===== src/rtl/dx_stage_elastic_pkg.sv =====
// Shared definitions for the decode/execute elastic stage: default widths,
// slot and forwarding-source layouts, and the hard-wired zero register.
package dx_stage_elastic_pkg;

    localparam int DX_DW      = 32;
    localparam int DX_AW      = 5;
    localparam int DX_PC_W    = 32;
    localparam int DX_CTRL_W  = 16;
    localparam int DX_NUM_SRC = 2;
    localparam int DX_NUM_FWD = 2;

    // Register 0 reads as zero and is never a forwarding target.
    localparam int ZERO_REG = 0;

    typedef struct packed {
        logic                                   valid;
        logic [DX_CTRL_W-1:0]                   ctrl;
        logic [DX_PC_W-1:0]                     pc;
        logic [DX_DW-1:0]                       imm;
        logic [DX_NUM_SRC-1:0][DX_AW-1:0]       src_addr;
        logic [DX_NUM_SRC-1:0][DX_DW-1:0]       src_data;
        logic [DX_AW-1:0]                       dst_addr;
    } dx_slot_t;

    typedef struct packed {
        logic             valid;
        logic [DX_AW-1:0] addr;
        logic [DX_DW-1:0] data;
    } fwd_src_t;

endpackage


===== src/rtl/dx_fwd_mux.sv =====
// Per-operand forwarding priority matcher; lowest index (youngest stage) wins.
// Latency: combinational. Backpressure: none, pure function of its inputs.
// Operands addressing the zero register always keep their current data.
module dx_fwd_mux
    import dx_stage_elastic_pkg::*;
#(
    parameter int DW      = DX_DW,
    parameter int AW      = DX_AW,
    parameter int NUM_FWD = DX_NUM_FWD
) (
    input  logic [AW-1:0]         src_addr,
    input  logic [DW-1:0]         cur_data,
    input  logic [NUM_FWD-1:0]    fwd_valid,
    input  logic [NUM_FWD*AW-1:0] fwd_addr,
    input  logic [NUM_FWD*DW-1:0] fwd_data,
    output logic [DW-1:0]         data
);

    // Scanning oldest to youngest lets the youngest match overwrite last.
    always_comb begin
        data = cur_data;
        if (src_addr != AW'(ZERO_REG)) begin
            for (int j = NUM_FWD - 1; j >= 0; j--) begin
                if (fwd_valid[j] && (fwd_addr[j*AW +: AW] == src_addr))
                    data = fwd_data[j*DW +: DW];
            end
        end
    end

endmodule


===== src/rtl/dx_stage_elastic.sv =====
// Decode->execute elastic register with main+skid slots and operand forwarding.
// Latency: 1 cycle, 1 entry/cycle. Backpressure: valid/ready, skid absorbs one stalled entry.
// Optional DX_STAGE_PERF_EN adds saturating stall_cnt / bubble_cnt counters.
module dx_stage_elastic
    import dx_stage_elastic_pkg::*;
#(
    parameter int DW      = DX_DW,
    parameter int AW      = DX_AW,
    parameter int PC_W    = DX_PC_W,
    parameter int CTRL_W  = DX_CTRL_W,
    parameter int NUM_SRC = DX_NUM_SRC,
    parameter int NUM_FWD = DX_NUM_FWD
) (
    input  logic                  clk,
    input  logic                  rst_n,
    input  logic                  flush,
    input  logic                  bubble,
    input  logic                  in_valid,
    output logic                  in_ready,
    input  logic [CTRL_W-1:0]     in_ctrl,
    input  logic [PC_W-1:0]       in_pc,
    input  logic [DW-1:0]         in_imm,
    input  logic [NUM_SRC*AW-1:0] in_src_addr,
    input  logic [NUM_SRC*DW-1:0] in_src_data,
    input  logic [AW-1:0]         in_dst_addr,
    input  logic [NUM_FWD-1:0]    fwd_valid,
    input  logic [NUM_FWD*AW-1:0] fwd_addr,
    input  logic [NUM_FWD*DW-1:0] fwd_data,
    output logic                  out_valid,
    input  logic                  out_ready,
    output logic [CTRL_W-1:0]     out_ctrl,
    output logic [PC_W-1:0]       out_pc,
    output logic [DW-1:0]         out_imm,
    output logic [NUM_SRC*AW-1:0] out_src_addr,
    output logic [NUM_SRC*DW-1:0] out_src_data,
    output logic [AW-1:0]         out_dst_addr
`ifdef DX_STAGE_PERF_EN
    ,
    output logic [31:0]           stall_cnt,
    output logic [31:0]           bubble_cnt
`endif
);

    typedef struct packed {
        logic                  valid;
        logic [CTRL_W-1:0]     ctrl;
        logic [PC_W-1:0]       pc;
        logic [DW-1:0]         imm;
        logic [NUM_SRC*AW-1:0] src_addr;
        logic [NUM_SRC*DW-1:0] src_data;
        logic [AW-1:0]         dst_addr;
    } slot_t;

    slot_t main_q, skid_q, in_slot, main_pre, skid_pre;
    logic [NUM_SRC*DW-1:0] main_fwd, skid_fwd;
    logic accept, advance;

    assign in_ready = !skid_q.valid && !bubble;
    assign accept   = in_valid && in_ready;
    assign advance  = !main_q.valid || out_ready;

    always_comb begin
        in_slot.valid    = 1'b1;
        in_slot.ctrl     = in_ctrl;
        in_slot.pc       = in_pc;
        in_slot.imm      = in_imm;
        in_slot.src_addr = in_src_addr;
        in_slot.src_data = in_src_data;
        in_slot.dst_addr = in_dst_addr;
    end

    // Next-state selection before forwarding; payload of an invalid slot is don't-care.
    always_comb begin
        main_pre = main_q;
        skid_pre = skid_q;
        if (advance) begin
            main_pre       = skid_q.valid ? skid_q : in_slot;
            main_pre.valid = skid_q.valid || accept;
            skid_pre.valid = 1'b0;
        end else if (accept) begin
            skid_pre = in_slot;
        end
        if (flush) begin
            main_pre.valid = 1'b0;
            skid_pre.valid = 1'b0;
        end
    end

    // Forwarding is applied to whatever each slot will hold next, so held
    // entries are refreshed every cycle and captures are forwarded on entry.
    for (genvar i = 0; i < NUM_SRC; i++) begin : g_op
        dx_fwd_mux #(.DW(DW), .AW(AW), .NUM_FWD(NUM_FWD)) u_main_fwd (
            .src_addr  (main_pre.src_addr[i*AW +: AW]),
            .cur_data  (main_pre.src_data[i*DW +: DW]),
            .fwd_valid (fwd_valid),
            .fwd_addr  (fwd_addr),
            .fwd_data  (fwd_data),
            .data      (main_fwd[i*DW +: DW])
        );
        dx_fwd_mux #(.DW(DW), .AW(AW), .NUM_FWD(NUM_FWD)) u_skid_fwd (
            .src_addr  (skid_pre.src_addr[i*AW +: AW]),
            .cur_data  (skid_pre.src_data[i*DW +: DW]),
            .fwd_valid (fwd_valid),
            .fwd_addr  (fwd_addr),
            .fwd_data  (fwd_data),
            .data      (skid_fwd[i*DW +: DW])
        );
    end

    always_ff @(posedge clk or negedge rst_n) begin
        if (!rst_n) begin
            main_q <= '0;
            skid_q <= '0;
        end else begin
            main_q          <= main_pre;
            main_q.src_data <= main_fwd;
            skid_q          <= skid_pre;
            skid_q.src_data <= skid_fwd;
        end
    end

    assign out_valid    = main_q.valid;
    assign out_ctrl     = main_q.valid ? main_q.ctrl     : '0;
    assign out_pc       = main_q.valid ? main_q.pc       : '0;
    assign out_imm      = main_q.valid ? main_q.imm      : '0;
    assign out_src_addr = main_q.valid ? main_q.src_addr : '0;
    assign out_src_data = main_q.valid ? main_q.src_data : '0;
    assign out_dst_addr = main_q.valid ? main_q.dst_addr : '0;

`ifdef DX_STAGE_PERF_EN
    // A bubble with an empty skid is exactly the case where main loads invalid.
    always_ff @(posedge clk or negedge rst_n) begin
        if (!rst_n) begin
            stall_cnt  <= '0;
            bubble_cnt <= '0;
        end else begin
            if (main_q.valid && !out_ready && (stall_cnt != '1))
                stall_cnt <= stall_cnt + 32'd1;
            if (advance && !skid_q.valid && bubble && !flush && (bubble_cnt != '1))
                bubble_cnt <= bubble_cnt + 32'd1;
        end
    end
`endif

endmodule


===== config.mk =====
export PLATFORM = sky130hd
export DESIGN_NAME = dx_stage_elastic
export DESIGN_NICKNAME = d
export VERILOG_FILES = /design/src/rtl/dx_stage_elastic_pkg.sv /design/src/rtl/dx_fwd_mux.sv /design/src/rtl/dx_stage_elastic.sv
export SDC_FILE = /design/constraint.sdc
export NUM_CORES = 1
export LEC_CHECK = 0
export BUFFER_PORTS_ARGS = -buffer_cell sky130_fd_sc_hd__buf_2
export CAP_MARGIN = 15
export CORE_MARGIN = 5
export CORE_UTILIZATION = 45
export DETAILED_ROUTE_END_ITERATION = 10
export PLACE_DENSITY = 0.72
export SLEW_MARGIN = 0
export SYNTH_ARGS = -nofsm -noshare
export SYNTH_HDL_FRONTEND = slang
export SYNTH_HIERARCHICAL = 1
export SYNTH_SLANG_ARGS = --single-unit
export TNS_END_PERCENT = 50

===== constraint.sdc =====
create_clock -name clk -period 4 [get_ports clk]
set_input_delay 0.4 -clock clk [delete_from_list [all_inputs] [get_ports clk]]
set_output_delay 0.4 -clock clk [all_outputs]
set_load 0.02 [all_outputs]

==> qor.yml <==
timing:
  fin_skew_ns: 0.0150
  maxSlewHeadroom_pct: 35.8
  final_max_slew_viol_count: 0
  fin_crit_ns: 3.34
  rsz0062_at_grt: "false"
  min_period_over_period_pct: 83.5
  clock.fmax_ghz: 0.299
  finalHoldViolations: 0
  tns_ns: 0
  worst_slew_pin_slew_ns: 0.962
  setup_violations: 0
floorplanning:
  ioPinCount: 402
  core-area_sq_um: 39500
  die_area_sq_um: 43900
  die_h_um: 210
  start_util_pct: 45.3
  rows: 73
  die_w_um: 210
setup_path:
  cp_max_fo: 20
  required_ns: 4.47
  cp_top_family: "compound AO/OA/AOI/OAI gates"
  cp-end-kind: "flip-flop"
  cp_slowest_cell: "o311ai_4"
  crit_buf_inv: 2
  r2r_end: "skid_q[23]$_DFF_PN0_"
  critical_path_arrival_ns: 3.81
  r2r_setup_slack_ns: 0.66
  critPathKind: "flip-flop to flip-flop"
  crit_start: "skid_q[159]$_DFFE_PN0P_"
  critPathMaxStageDelay_ns: 0.68
  crit_chain: "nor4b_4 > buf_4 > mux2_2 > xnor2_1 > nand4_1 > o311ai_4 > buf_4 > o22ai_1 > a2bb2oi_2"
  cpMostUsedCell: "buf_4"
  r2r_cells: 9
  startpoint_type: "flip-flop"
  crit-reg2reg-launch: "skid_q[159]$_DFFE_PN0P_"
  endpoint: "skid_q[23]$_DFF_PN0_"
  cp_num_cells: 9
detailed_routing:
  viasPerCell: 5.73
  wl_per_cell_um: 22.3
  dr.pass1.iters: 5
  route.detailed.drc: 0
  routed_wl_mm: 55.8
  vias: 14305
  first_iter_violations: 995
  drtAntennaViolNets: 0
synthesis:
  synth.yosys.seq_area_share_pct: 44.7
  synth_edf_count: 0
  synthMuxAreaShare_pct: 18.9
  synth-seq-cells: 320
  yosysUniqueCellTypes: 30
  synth-simple-area-share_pct: 10.2
  synth_nets: 1843
  synth_compound_area_share_pct: 20.2
  ys_async_sr_fraction_pct: 100
  synth_top_family_by_area: "compound AO/OA/AOI/OAI gates"
  syn_avg_cell_area_sq_um: 11.2
  synthXorXnorAreaFrac_pct: 1.96
  syn_area_sq_um: 17900
  synthFlopType: "dfrtp_1"
  synth_warnings: 6
  synth_cells: 1602
  synthAdderAreaFrac_pct: 0
power:
  sw_frac_of_total_pct: 27.8
  p_int_w: 0.00740
  power_density_nw_per_um2: 475
  p_leak_nw: 9.16
  combPwrFrac_pct: 23.7
  ir_drop_uv: 250
  p_sw_w: 0.00286
  clkPwrFrac_pct: 34.4
  power.share.sequential_pct: 41.9
global_routing:
  grt_max_degree: 97
  antenna_found_initial: 7
  grt_pass1_wl_mm: 86.8
  overflow: 0
  grt_pass1_vias: 15032
  grt_usage_pct: 24.7
outcome:
  run_status: "finished, final reports clean"
min_path:
  hp-class: "input port to flip-flop"
final_layout:
  layout-drive-gt1-share_pct: 40.2
  finalNetCount: 2183
  syn_to_final_growth_pct: 20.5
  fin_area_sq_um: 21600
  fillers: 3465
clock_tree:
  path_clk_slew_ns: 0.06
  clock_latency_ns: 0.54
  post_cts_buffers: 0
  cts_tree: "yes"
  cts_sinks: 320
  cts_max_path_buffers: 3
  h-tree-depth: 2
  root_buffer: "clkbuf_16"
  cts-buffers-inserted: 38
  cts_resized: 0
run:
  cap_violations: 0
placed_design:
  portBuffers: 401
  postPlaceCellArea_sq_um: 20300
  post-dp-hpwl_mm: 38.0
  gp_congestion: 0.919
[cell type report]
cell class              count  area, sq um  share of cell area [%]
diodes                      4         10.0                  0.0464
clock buffers              55         1090                    5.03
clock inverters            12          174                   0.806
inverters                   5         18.8                  0.0870
multi-input cells        1138         9240                    42.8
flip-flops and latches    320         8020                    37.1
well taps                 525          657                    3.04
repair buffers            439         2380                    11.0
[worst min path at each step]
stage | from | endpoint | slack, ns | cells past startpoint
after floorplan | rst_n | main_q[0]$_DFFE_PN0N_ | 0.10 | 0
after global placement | main_q[0]$_DFFE_PN0N_ | main_q[0]$_DFFE_PN0N_ | 0.45 | 2
after detailed placement | main_q[110]$_DFFE_PN0N_ | main_q[110]$_DFFE_PN0N_ | 0.46 | 2
after CTS | in_ctrl[11] | skid_q[154]$_DFFE_PN0P_ | 0.08 | 2
after global routing | in_imm[23] | skid_q[102]$_DFFE_PN0P_ | 0.09 | 2
final | in_imm[23] | skid_q[102]$_DFFE_PN0P_ | 0.12 | 2
[logic make-up after synthesis]
| family | count (synthesis) |
|---|---|
| buffers and inverters | 144 |
| xor gates and xnor gates | 40 |
| muxes | 318 |
| DFF | 320 |
| AOI/OAI and AO/OA | 425 |
| and+or+nand+nor | 355 |
[sequential cells by signal, indices dropped and copies added, names as in the netlist]
name	flops
main_q	159
out_valid	1
skid_q	160
[cells in the mapped netlist (2+ instances only)]
| library cell | n | share of area, % |
|---|---|---|
| xnor2_1 | 20 | 0.98 |
| or3_1 | 4 | 0.14 |
| a21oi_1 | 2 | 0.056 |
| nand2_1 | 167 | 3.5 |
| buf_2 | 14 | 0.39 |
| nor2_1 | 5 | 0.10 |
| and2_1 | 159 | 5.6 |
| clkbuf_1 | 89 | 1.9 |
| nor3_1 | 5 | 0.14 |
| a21boi_4 | 4 | 0.42 |
| mux2i_1 | 159 | 8.9 |
| a2bb2oi_1 | 4 | 0.20 |
| o311ai_2 | 4 | 0.36 |
| xor2_1 | 20 | 0.98 |
| o22ai_1 | 128 | 4.5 |
| buf_6 | 16 | 1.0 |
| and2_0 | 4 | 0.14 |
| inv_1 | 5 | 0.10 |
| o2bb2a_1 | 4 | 0.22 |
| buf_4 | 12 | 0.50 |
| buf_1 | 8 | 0.17 |
| a2bb2oi_2 | 120 | 10 |
| nor4_2 | 4 | 0.28 |
| o21ai_0 | 159 | 4.4 |
| dfrtp_1 | 320 | 45 |
| nand4_1 | 4 | 0.14 |
| mux2_2 | 159 | 10 |
[cell usage in the layout, fill, tap and decap left out, types with 2 or more instances in the layout]
| cell type | Yosys | layout |
|---|---|---|
| xor2_1 | 20 | 20 |
| nor4_2 | 4 | 4 |
| a2bb2oi_2 | 120 | 120 |
| nor2_1 | 5 | 5 |
| a2bb2oi_1 | 4 | 4 |
| o311ai_4 | 0 | 4 |
| o2bb2a_1 | 4 | 4 |
| buf_4 | 12 | 30 |
| and2_0 | 4 | 4 |
| dlygate4sd3_1 | 0 | 2 |
| o22ai_1 | 128 | 128 |
| or3_1 | 4 | 4 |
| nand2_2 | 0 | 4 |
| buf_2 | 14 | 400 |
| clkbuf_16 | 0 | 39 |
| buf_12 | 0 | 6 |
| inv_6 | 0 | 2 |
| bufinv_16 | 0 | 4 |
| a21oi_1 | 2 | 2 |
| a21boi_4 | 4 | 4 |
| diode_2 | 0 | 4 |
| dfrtp_4 | 0 | 2 |
| mux2_2 | 159 | 159 |
| and2_1 | 159 | 159 |
| xnor2_1 | 20 | 20 |
| dfrtp_1 | 320 | 318 |
| nor3_1 | 5 | 5 |
| nand4_1 | 4 | 4 |
| clkinv_2 | 0 | 4 |
| mux2i_1 | 159 | 159 |
| clkbuf_8 | 0 | 5 |
| nand2_1 | 167 | 163 |
| o21ai_0 | 159 | 159 |
| clkbuf_1 | 89 | 11 |
| inv_1 | 5 | 5 |
[through the flow]
| step | utilization, % | worst slack [ns] | power [W] | instances | hold WS, ns |
|---|---|---|---|---|---|
| after floorplan | - | 0.844 | 0.00604 | 1602 | 0.104 |
| after global placement | 51.3 | 0.571 | 0.00664 | 2425 | 0.454 |
| after detailed placement | 51.3 | 0.492 | 0.00677 | 2425 | 0.463 |
| after CTS | 54.5 | 0.676 | 0.0103 | 2494 | 0.0760 |
| after global routing | 54.6 | 0.399 | 0.0107 | 2498 | 0.0945 |
| final | 54.6 | 0.660 | 0.0103 | 2498 | 0.115 |
[timing repair]
item / in CTS / in global routing
hold buffers: 2 / 0
endpoints found under the setup margin: 0 / 0
endpoints found under the hold margin: 91 / 0
[routing by layer]
metal	share of wire [%]	global-route usage (%)	up-vias
met5	0.066	0	-
met4	2.5	8.08	6
met3	7.5	5.10	107
met2	48	40.4	599
met1	42	33.0	7109
li1	-	-	6484
[worst reg2reg max path: stages (launching register included)]
cell	delay [ns]
dfrtp_4	0.59
nor4b_4	0.23
buf_4	0.24
mux2_2	0.40
xnor2_1	0.18
nand4_1	0.18
o311ai_4	0.68
buf_4	0.42
o22ai_1	0.18
a2bb2oi_2	0.18
[power groups by stage]
stage | clock, W | combinational (W) | sequential [W]
global route | 0.00374 | 0.00262 | 0.00438
detailed placement | 0 | 0.00242 | 0.00435
finish | 0.00352 | 0.00243 | 0.00430
floorplan | 0 | 0.00181 | 0.00423
CTS | 0.00361 | 0.00243 | 0.00429
global placement | 0 | 0.00234 | 0.00430
No activity file was read; power rests on OpenSTA's default activity.
